$ cat src/rtl/bsg_serial_in_parallel_out_passthrough_dynamic.sv
`default_nettype none
// ============================================================================
// Module      : bsg_serial_in_parallel_out_passthrough_dynamic
// Description : Dynamic-length deserializer. Gathers len_i+1 serial words into
//               one parallel beat. Words 0..len-1 are held in registers and the
//               final word passes straight through, so the beat is offered in
//               the same cycle its last word arrives.
// Revision    : 1.0 - initial release
// ============================================================================
module bsg_serial_in_parallel_out_passthrough_dynamic #(
    parameter int width_p       = 8,
    parameter int els_p         = 4,
    parameter int hi_to_lo_p    = 0,
    parameter int lg_max_els_lp = (els_p > 1) ? $clog2(els_p) : 1
) (
    input  logic                       clk_i,
    input  logic                       reset_n_i,
    input  logic                       v_i,
    input  logic [width_p-1:0]         data_i,
    input  logic [lg_max_els_lp-1:0]   len_i,
    output logic                       ready_and_o,
    output logic                       v_o,
    output logic [els_p*width_p-1:0]   data_o,
    output logic [lg_max_els_lp-1:0]   len_o,
    input  logic                       ready_and_i
);

    // Beat words in serial order (word k in w_word[k]), before any reversal.
    logic [width_p-1:0] w_word [els_p];

    generate
        if (els_p == 1) begin : g_single
            // A one-word beat is pure passthrough: there is nothing to collect.
            assign v_o         = v_i;
            assign ready_and_o = ready_and_i;
            assign w_word[0]   = data_i;
            assign len_o       = '0;
        end else begin : g_multi
            logic [lg_max_els_lp-1:0] r_count;
            logic [lg_max_els_lp-1:0] r_len;
            logic [width_p-1:0]       r_slot [els_p-1];

            logic [lg_max_els_lp-1:0] w_eff_len;
            logic                     w_last;
            logic                     w_accept;

            // Length is only taken from len_i on word 0; later words use the latched copy.
            assign w_eff_len   = (r_count == '0) ? len_i : r_len;
            assign w_last      = (r_count == w_eff_len);
            assign v_o         = v_i & w_last;
            // Non-last words never wait; the last word waits for the beat to be taken.
            assign ready_and_o = ~w_last | ready_and_i;
            assign w_accept    = v_i & ready_and_o;
            assign len_o       = w_eff_len;

            // Track position in the beat, latch the length and store non-last words.
            always_ff @(posedge clk_i or negedge reset_n_i) begin
                if (!reset_n_i) begin
                    r_count <= '0;
                    r_len   <= '0;
                    for (int i = 0; i < els_p - 1; i++) begin
                        r_slot[i] <= '0;
                    end
                end else if (w_accept) begin
                    if (w_last) begin
                        // Slots are left as-is; r_count gates them out of data_o.
                        r_count <= '0;
                    end else begin
                        r_count <= r_count + lg_max_els_lp'(1);
                        if (r_count == '0) begin
                            r_len <= len_i;
                        end
                        for (int i = 0; i < els_p - 1; i++) begin
                            if (r_count == lg_max_els_lp'(i)) begin
                                r_slot[i] <= data_i;
                            end
                        end
                    end
                end
            end

            // Stored words below the current position, live word at it, zero above.
            for (genvar j = 0; j < els_p; j++) begin : g_word
                localparam logic [lg_max_els_lp-1:0] c_j = lg_max_els_lp'(j);
                if (j < els_p - 1) begin : g_reg
                    assign w_word[j] = (c_j < r_count)  ? r_slot[j] :
                                       (c_j == r_count) ? data_i    : '0;
                end else begin : g_top
                    // Highest slot is only ever filled by the passthrough word.
                    assign w_word[j] = (c_j == r_count) ? data_i : '0;
                end
            end

`ifndef SYNTHESIS
            // Catch illegal lengths and undriven handshakes once out of reset.
            always @(posedge clk_i) begin
                if (reset_n_i) begin
                    assert (!$isunknown(v_i) && !$isunknown(ready_and_i))
                        else $error("X on v_i or ready_and_i");
                    if (v_i && (r_count == '0)) begin
                        assert (int'(len_i) < els_p)
                            else $error("len_i out of range on word 0");
                    end
                end
            end
`endif
        end
    endgenerate

    // Place each word into the output vector, reversed when hi_to_lo_p is set.
    generate
        for (genvar j = 0; j < els_p; j++) begin : g_pack
            localparam int c_pos = (hi_to_lo_p != 0) ? (els_p - 1 - j) : j;
            assign data_o[c_pos*width_p +: width_p] = w_word[j];
        end
    endgenerate

endmodule
`default_nettype wire
$ cat config.mk
export PLATFORM = sky130hd
export DESIGN_NAME = bsg_serial_in_parallel_out_passthrough_dynamic
export DESIGN_NICKNAME = d
export VERILOG_FILES = /design/src/rtl/bsg_serial_in_parallel_out_passthrough_dynamic.sv
export SDC_FILE = /design/constraint.sdc
export NUM_CORES = 1
export LEC_CHECK = 0
export ABC_AREA = 1
export BUFFER_PORTS_ARGS = -buffer_cell sky130_fd_sc_hd__buf_4
export CAP_MARGIN = 20
export CORE_MARGIN = 5
export CORE_UTILIZATION = 44
export DETAILED_ROUTE_END_ITERATION = 10
export PLACE_DENSITY = 0.7
export SLEW_MARGIN = 20
export SYNTH_ARGS = -nofsm -noshare
export SYNTH_HDL_FRONTEND = slang
export SYNTH_SLANG_ARGS = --single-unit
$ cat constraint.sdc
create_clock -name clk_i -period 2.9 [get_ports clk_i]
set_clock_uncertainty 0.2 [all_clocks]
set_input_delay 0.725 -clock clk_i [delete_from_list [all_inputs] [get_ports clk_i]]
set_output_delay 0.725 -clock clk_i [all_outputs]
set_load 0.01 [all_outputs]
==> results of run 1 <==
-- layer usage --
metal  GRT usage  share of wire  up-vias
li1            -              -      851
met1       0.238           0.43      761
met2       0.301           0.50       44
met3      0.0291          0.061        5
met4      0.0430         0.0079        0
met5           0              0        -
-- state kept, by name (all words and copies together) (netlist names) --
signal           count
g_multi.r_slot      24
g_multi.r_len        2
g_multi.r_count      2
-- layout make-up --
| type | count | area share |
|---|---|---|
| tap | 48 | 0.0277 |
| multi-input combinational | 169 | 0.391 |
| clock buffer | 3 | 0.0191 |
| sequential | 28 | 0.325 |
| inverter | 25 | 0.0468 |
| timing repair buffer | 55 | 0.191 |
-- logic make-up (layout without fill, tap and decap cells) --
family          count (synthesis)  in the layout  share of synthesized area
fa+ha+maj                       5              5                     0.0365
compound gates                 24             24                     0.0701
simple gates                  140            140                      0.380
flops                          28             28                      0.409
buf+inv                        39             83                      0.105
-- repair_timing --
action | CTS | global route
buffers inserted | 0 | 0
resized for setup | 1 | 5
hold buffers | 0 | 0
setup endpoints to repair | 2 | 2
-- worst paths after layout --
kind,from,to,depth (start not counted)
worst max-delay path,g_multi.r_count[1],v_o,10
worst min-delay path,reset_n_i,g_multi.r_slot[14],1
worst max register to register,g_multi.r_count[1],g_multi.r_slot[11],12
worst min register to register,g_multi.r_slot[20],g_multi.r_slot[20],2
max in group asynchronous,reset_n_i,g_multi.r_count[0],1
min in group clk_i,g_multi.r_slot[20],g_multi.r_slot[20],2
-- synthesized netlist by cell type --
master and n:
sky130_fd_sc_hd__ha_1 5, sky130_fd_sc_hd__nand3_2 4, sky130_fd_sc_hd__nand2_1 97, sky130_fd_sc_hd__nor2_1 1, sky130_fd_sc_hd__inv_2 1, sky130_fd_sc_hd__nand2_2 6, sky130_fd_sc_hd__o21ai_0 24, sky130_fd_sc_hd__clkinv_4 1
sky130_fd_sc_hd__buf_2 2, sky130_fd_sc_hd__dfrtp_1 28, sky130_fd_sc_hd__nand3_1 7, sky130_fd_sc_hd__clkbuf_1 8, sky130_fd_sc_hd__inv_1 23, sky130_fd_sc_hd__buf_4 1, sky130_fd_sc_hd__nand2_8 1, sky130_fd_sc_hd__nand4_1 24
sky130_fd_sc_hd__buf_6 3
-- stage by stage --
stage | setup slack (ns) | instances | util | total power [uW]
after floorplan | 0.410 | 236 | - | 1640
after global placement | 0.332 | 325 | 0.567 | 2130
after detailed placement | 0.306 | 325 | 0.567 | 2150
after CTS | 0.0381 | 328 | 0.578 | 2360
after global routing | 0.00649 | 328 | 0.582 | 2600
final | 0.155 | 328 | 0.582 | 2360
-- critical path, cell delays in order, from the launching register on --
cell	delay (ns)
sky130_fd_sc_hd__dfrtp_2	0.46
sky130_fd_sc_hd__inv_1	0.17
sky130_fd_sc_hd__ha_4	0.19
sky130_fd_sc_hd__buf_4	0.18
sky130_fd_sc_hd__nand2_1	0.08
sky130_fd_sc_hd__nand3_1	0.10
sky130_fd_sc_hd__nand2_2	0.08
sky130_fd_sc_hd__clkinv_4	0.07
sky130_fd_sc_hd__nand2_8	0.04
sky130_fd_sc_hd__nor2_1	0.08
sky130_fd_sc_hd__buf_4	0.12
-- where the power goes --
part | switching (uW) | internal [uW]
clock | 116 | 93.3
sequential | 107 | 573
combinational | 875 | 598
==> results.md, run 1 <==
* Outcome: finished clean
* TritonCTS clock tree: built
* Horizontal die dimension at 72.4 um
* Starting density of the core at 0.461
* Total number of H-tree levels at 1
* DRT Pass-1 Iters at 4
* Post-DR wirelength/cell at 13.5 um
* Vias per cell at 5.06
* Inserted Clock Buffers at 3
* Layout cells sized above 1 at 0.268
* CTS Root Cell: sky130_fd_sc_hd__clkbuf_8
* Count of endpoints failing setup in the final report at 0
* Number of nets with antenna violations after routing at 0
* Fmax at 364 MHz
* Number of pins exceeding their max-slew limit in the final report at 0
* Setup slack of the worst register-to-register path at 0.53 ns
* Commonest non-fill, non-tap cell in the layout: sky130_fd_sc_hd__nand2_1
* Worst-case hold slack at 0.153 ns
* Vias at 1,661
* Aggregate global routing overflow at 0
* Site Rows at 22
* Critical Path Start Type: flip-flop
* Yosys warning total at 0
* Global-route wire length before repair at 7.44 mm
* Layout Nets at 301
* Setup repair after global routing missed its margin: false
* Routability Congestion at 0.824
* Fraction of the cycle the final worst path needs at 0.947
* Synth top area cells: sky130_fd_sc_hd__dfrtp_1, sky130_fd_sc_hd__nand2_1, sky130_fd_sc_hd__nand4_1, sky130_fd_sc_hd__o21ai_0, sky130_fd_sc_hd__inv_1
* Post-Place Cell Area at 2110 um^2
* Clock period minus final worst setup slack at 2.75 ns
* Die ar. at 5240 um^2
* Least-Margin Pin Slew at 0.364 ns
* Remaining DRCs at 0
* Number of unique standard cell types used by synthesis at 17
* Path type of the worst min-delay path: input pin to async pin
* Endpoint class of the critical path: output port
* Crit path kind: flip-flop to output port
* Synth Instances at 236
* Worst relative slew slack at 0.757
* Antenna violations before repair at 0
* Post-route cell area at 2160 um^2
* Clock latency on the worst-skew pair at 0.27 ns
* Initial DRC count at 116
* Required time of the worst setup path at 1.98 ns
* Maximum number of pins on one net before global-route repair at 34
* IO buf count at 49
* Net count of the mapped netlist at 255
* Synth Register Bits at 28
* Max cap viols at 0
* Reported leakage power at 0.00122 uW
* Wirelength, routed at 4.41 mm
* Count of final hold-check violations at 0
* Post-synthesis sequential area ratio at 0.409
* Peak supply drop at 958 uV
* Power Density at 1090 nW/um^2
* Commonest cells after routing, fill and taps aside: sky130_fd_sc_hd__nand2_1, sky130_fd_sc_hd__buf_4, sky130_fd_sc_hd__dfrtp_1
* Antenna cells at 0
* Synthesized cell area at 1710 um^2
* Sum of net half-perimeters after detailed placement at 3.25 mm
* Share of the synthesized area in the top cell type at 0.409
* Area occupied by multi-input gates at 846 um^2
* Crit path arrival time at 1.82 ns
* Core footprint at 3720 um^2
* DIE HEIGHT at 72.4 um
* Clock slew at the register clock pins of the worst setup and hold paths at 0.09 ns
* Library cell with the largest summed area after synthesis: sky130_fd_sc_hd__dfrtp_1
* IO Count at 50
* Summed negative setup slack over all endpoints at 0 ns
* GRT Util Overall at 0.178
* Sinks on the clock net at 28
* CP Max Fanout at 11
* Clock Path Buffers at 2
* Filler Cells Inserted at 359
* Storage element area at 703 um^2
* Synth-to-layout area growth at 26.3%
* Synthesized area divided by synthesized cell count at 7.26 um^2
* Vias in the first global route at 1,578
(Power assumes the default switching activity.)
==> run 2, diff against run 1 <==
--- a/constraint.sdc
+++ b/constraint.sdc
@@ -3,3 +3,3 @@
 set_input_delay 0.725 -clock clk_i [delete_from_list [all_inputs] [get_ports clk_i]]
 set_output_delay 0.725 -clock clk_i [all_outputs]
-set_load 0.01 [all_outputs]
+set_load 0.1 [all_outputs]
==> run 2 against run 1 <==
- maximum frequency shrank 2.1%
- clock-buffer cell count is the same
- critical path depth decreased by 1
- die area stayed put
- core utilization rose by 7.4 points
- first-iteration DRC count unchanged
- critical path type unchanged
- register-to-register slack is essentially flat
- hold slack got worse by 0.0069 ns
- via count is 2.8% higher
- worst setup slack got worse by 0.058 ns
==> results.md, run 2 (synthesis gave the netlist of run 1 again) <==
* Outcome: finished clean (unchanged)
* Initial DRC count at 116 (unchanged)
* Setup slack of the worst register-to-register path at 0.54 ns (was 0.53 ns)
* Layout cells sized above 1 at 0.350 (was 0.268)
* IO buf count at 49 (unchanged)
* Crit path kind: flip-flop to output port (unchanged)
* FF-to-FF End: g_multi.r_slot[18] (was g_multi.r_slot[11])
* Clock period minus final worst setup slack at 2.80 ns (was 2.75 ns)
* Antenna violations before repair at 0 (unchanged)
* Vias at 1,708 (was 1,661)
* Post-Place Cell Area at 2350 um^2 (was 2110 um^2)
* Post-route cell area at 2440 um^2 (was 2160 um^2)
* Total number of H-tree levels at 1 (unchanged)
* Launching point of the worst reg2reg path: g_multi.r_count[1] (unchanged)
* Layout Nets at 306 (was 301)
* Non-filler cells, final at 334 (was 328)
* Critical Path Start Type: flip-flop (unchanged)
* Final standard cell utilization of the core at 0.656 (was 0.582)
* Max cap viols at 0 (unchanged)
* GRT Util Overall at 0.190 (was 0.178)
* Required time of the worst setup path at 1.98 ns (about the same)
* Remaining DRCs at 0 (unchanged)
* Inserted Clock Buffers at 3 (unchanged)
* Commonest cells after routing, fill and taps aside: sky130_fd_sc_hd__nand2_1, sky130_fd_sc_hd__buf_4, sky130_fd_sc_hd__dfrtp_1 (unchanged)
* Number of flip-flops in the largest register at 24 (unchanged)
* Register bank with the most flops: g_multi.r_slot (unchanged)
* Sum of net half-perimeters after detailed placement at 3.62 mm (was 3.25 mm)
* Synth-to-layout area growth at 42.3% (was 26.3%)
* TritonCTS clock tree: built (unchanged)
* Aggregate global routing overflow at 0 (unchanged)
* Fmax at 357 MHz (was 364 MHz)
* Site Rows at 22 (unchanged)
* Hold_buf cts at 0 (unchanged)
* Cell count of the worst reg-to-reg path at 12 (unchanged)
* Clock Path Buffers at 2 (unchanged)
* IO Count at 50 (unchanged)
* Maximum number of pins on one net before global-route repair at 34 (unchanged)
* Count of endpoints failing setup in the final report at 0 (unchanged)
* CTS Root Cell: sky130_fd_sc_hd__clkbuf_8 (unchanged)
* Commonest non-fill, non-tap cell in the layout: sky130_fd_sc_hd__nand2_1 (unchanged)
* Sinks on the clock net at 28 (unchanged)
* Clock slew at the register clock pins of the worst setup and hold paths at 0.10 ns (was 0.09 ns)
* Least-Margin Pin Slew at 0.431 ns (was 0.364 ns)
* Cell Count Post-Placement at 328 (was 325)
* Count of final hold-check violations at 0 (unchanged)
* Routability Congestion at 0.816 (was 0.824)
* Antenna cells at 0 (unchanged)
* Setup repair after global routing missed its margin: false (unchanged)
* Vias per cell at 5.11 (was 5.06)
* Crit. Startpoint: g_multi.r_count[1] (unchanged)
* Wirelength, routed at 4.79 mm (was 4.41 mm)
* Path type of the worst min-delay path: input pin to async pin (unchanged)
* Core footprint at 3720 um^2 (unchanged)
* Number of nets with antenna violations after routing at 0 (unchanged)
* Registers with the most flip-flops: g_multi.r_slot x24, g_multi.r_count x2, g_multi.r_len x2 (unchanged)
* DRT Pass-1 Iters at 4 (unchanged)
* Horizontal die dimension at 72.4 um (unchanged)
* CP Max Fanout at 8 (was 11)
* Vias in the first global route at 1,720 (was 1,578)
* Global-route wire length before repair at 7.85 mm (was 7.44 mm)
* Starting density of the core at 0.461 (unchanged)
* Die ar. at 5240 um^2 (unchanged)
* Worst relative slew slack at 0.711 (was 0.757)
* Clock latency on the worst-skew pair at 0.28 ns (was 0.27 ns)
* Fraction of the cycle the final worst path needs at 0.967 (was 0.947)
* Number of pins exceeding their max-slew limit in the final report at 0 (unchanged)
* Endpoint class of the critical path: output port (unchanged)
* DIE HEIGHT at 72.4 um (unchanged)
* Crit path arrival time at 1.88 ns (was 1.82 ns)
* Post-DR wirelength/cell at 14.3 um (was 13.5 um)
## run 2: changes by cell type in the layout (fill, tap and decap cells not counted), moves of 2 or more
cell	change
sky130_fd_sc_hd__o21ai_1	+8
sky130_fd_sc_hd__o21ai_4	+15
sky130_fd_sc_hd__o21ai_0	-24
sky130_fd_sc_hd__nand2_1	-2
sky130_fd_sc_hd__buf_4	+4
## run 2: critical path: stages (launching register included)
cell                      delay (ns)
sky130_fd_sc_hd__dfrtp_1        0.41
sky130_fd_sc_hd__inv_1          0.18
sky130_fd_sc_hd__ha_4           0.23
sky130_fd_sc_hd__inv_4          0.05
sky130_fd_sc_hd__nand2_2        0.12
sky130_fd_sc_hd__nand3_1        0.10
sky130_fd_sc_hd__nand2_2        0.14
sky130_fd_sc_hd__nand2_8        0.06
sky130_fd_sc_hd__nor2_4         0.10
sky130_fd_sc_hd__buf_6          0.22
## run 2: per-layer routing
layer	share of wire	global-route usage
met4	0.021	0.0635
met5	0	0
met2	0.52	0.355
met3	0.047	0.0263
met1	0.42	0.220
## run 2: final cells by class
class                   count  area (um^2)
clock inverters             1         30.0
multi-input cells         169         1050
flip-flops and latches     28          702
fillers                   374         1280
clock buffers               3         41.3
repair buffers             60          454
inverters                  25          101
well taps                  48         60.1
## run 2: how the worst max path moves through the flow
| stage | cells after the start | end |
|---|---|---|
| final | 9 | v_o |
| after global placement | 9 | v_o |
| after detailed placement | 9 | v_o |
| after floorplan | 5 | data_o[0] |
| after global routing | 9 | v_o |
| after CTS | 9 | v_o |
## run 2: timing repair
item / CTS / global route
setup buffers: 0 / 2
setup endpoints to repair: 1 / 2
gates resized for setup: 1 / 1
gates cloned: 0 / 0
## run 2: per-stage QoR
stage / TNS (ns) / setup slack [ns] / hold WS, ns
global route: 0 / 0.0112 / 0.171
finish: 0 / 0.0967 / 0.146
detailed placement: 0 / 0.293 / 0.258
CTS: 0 / 0.0304 / 0.163
global placement: 0 / 0.322 / 0.253
floorplan: -3.43 / -0.364 / 0.229
Power of run 2 is left out: the tool's default activity adds up to more than one toggle a clock period on the data nets, which glitch-free logic cannot reach.
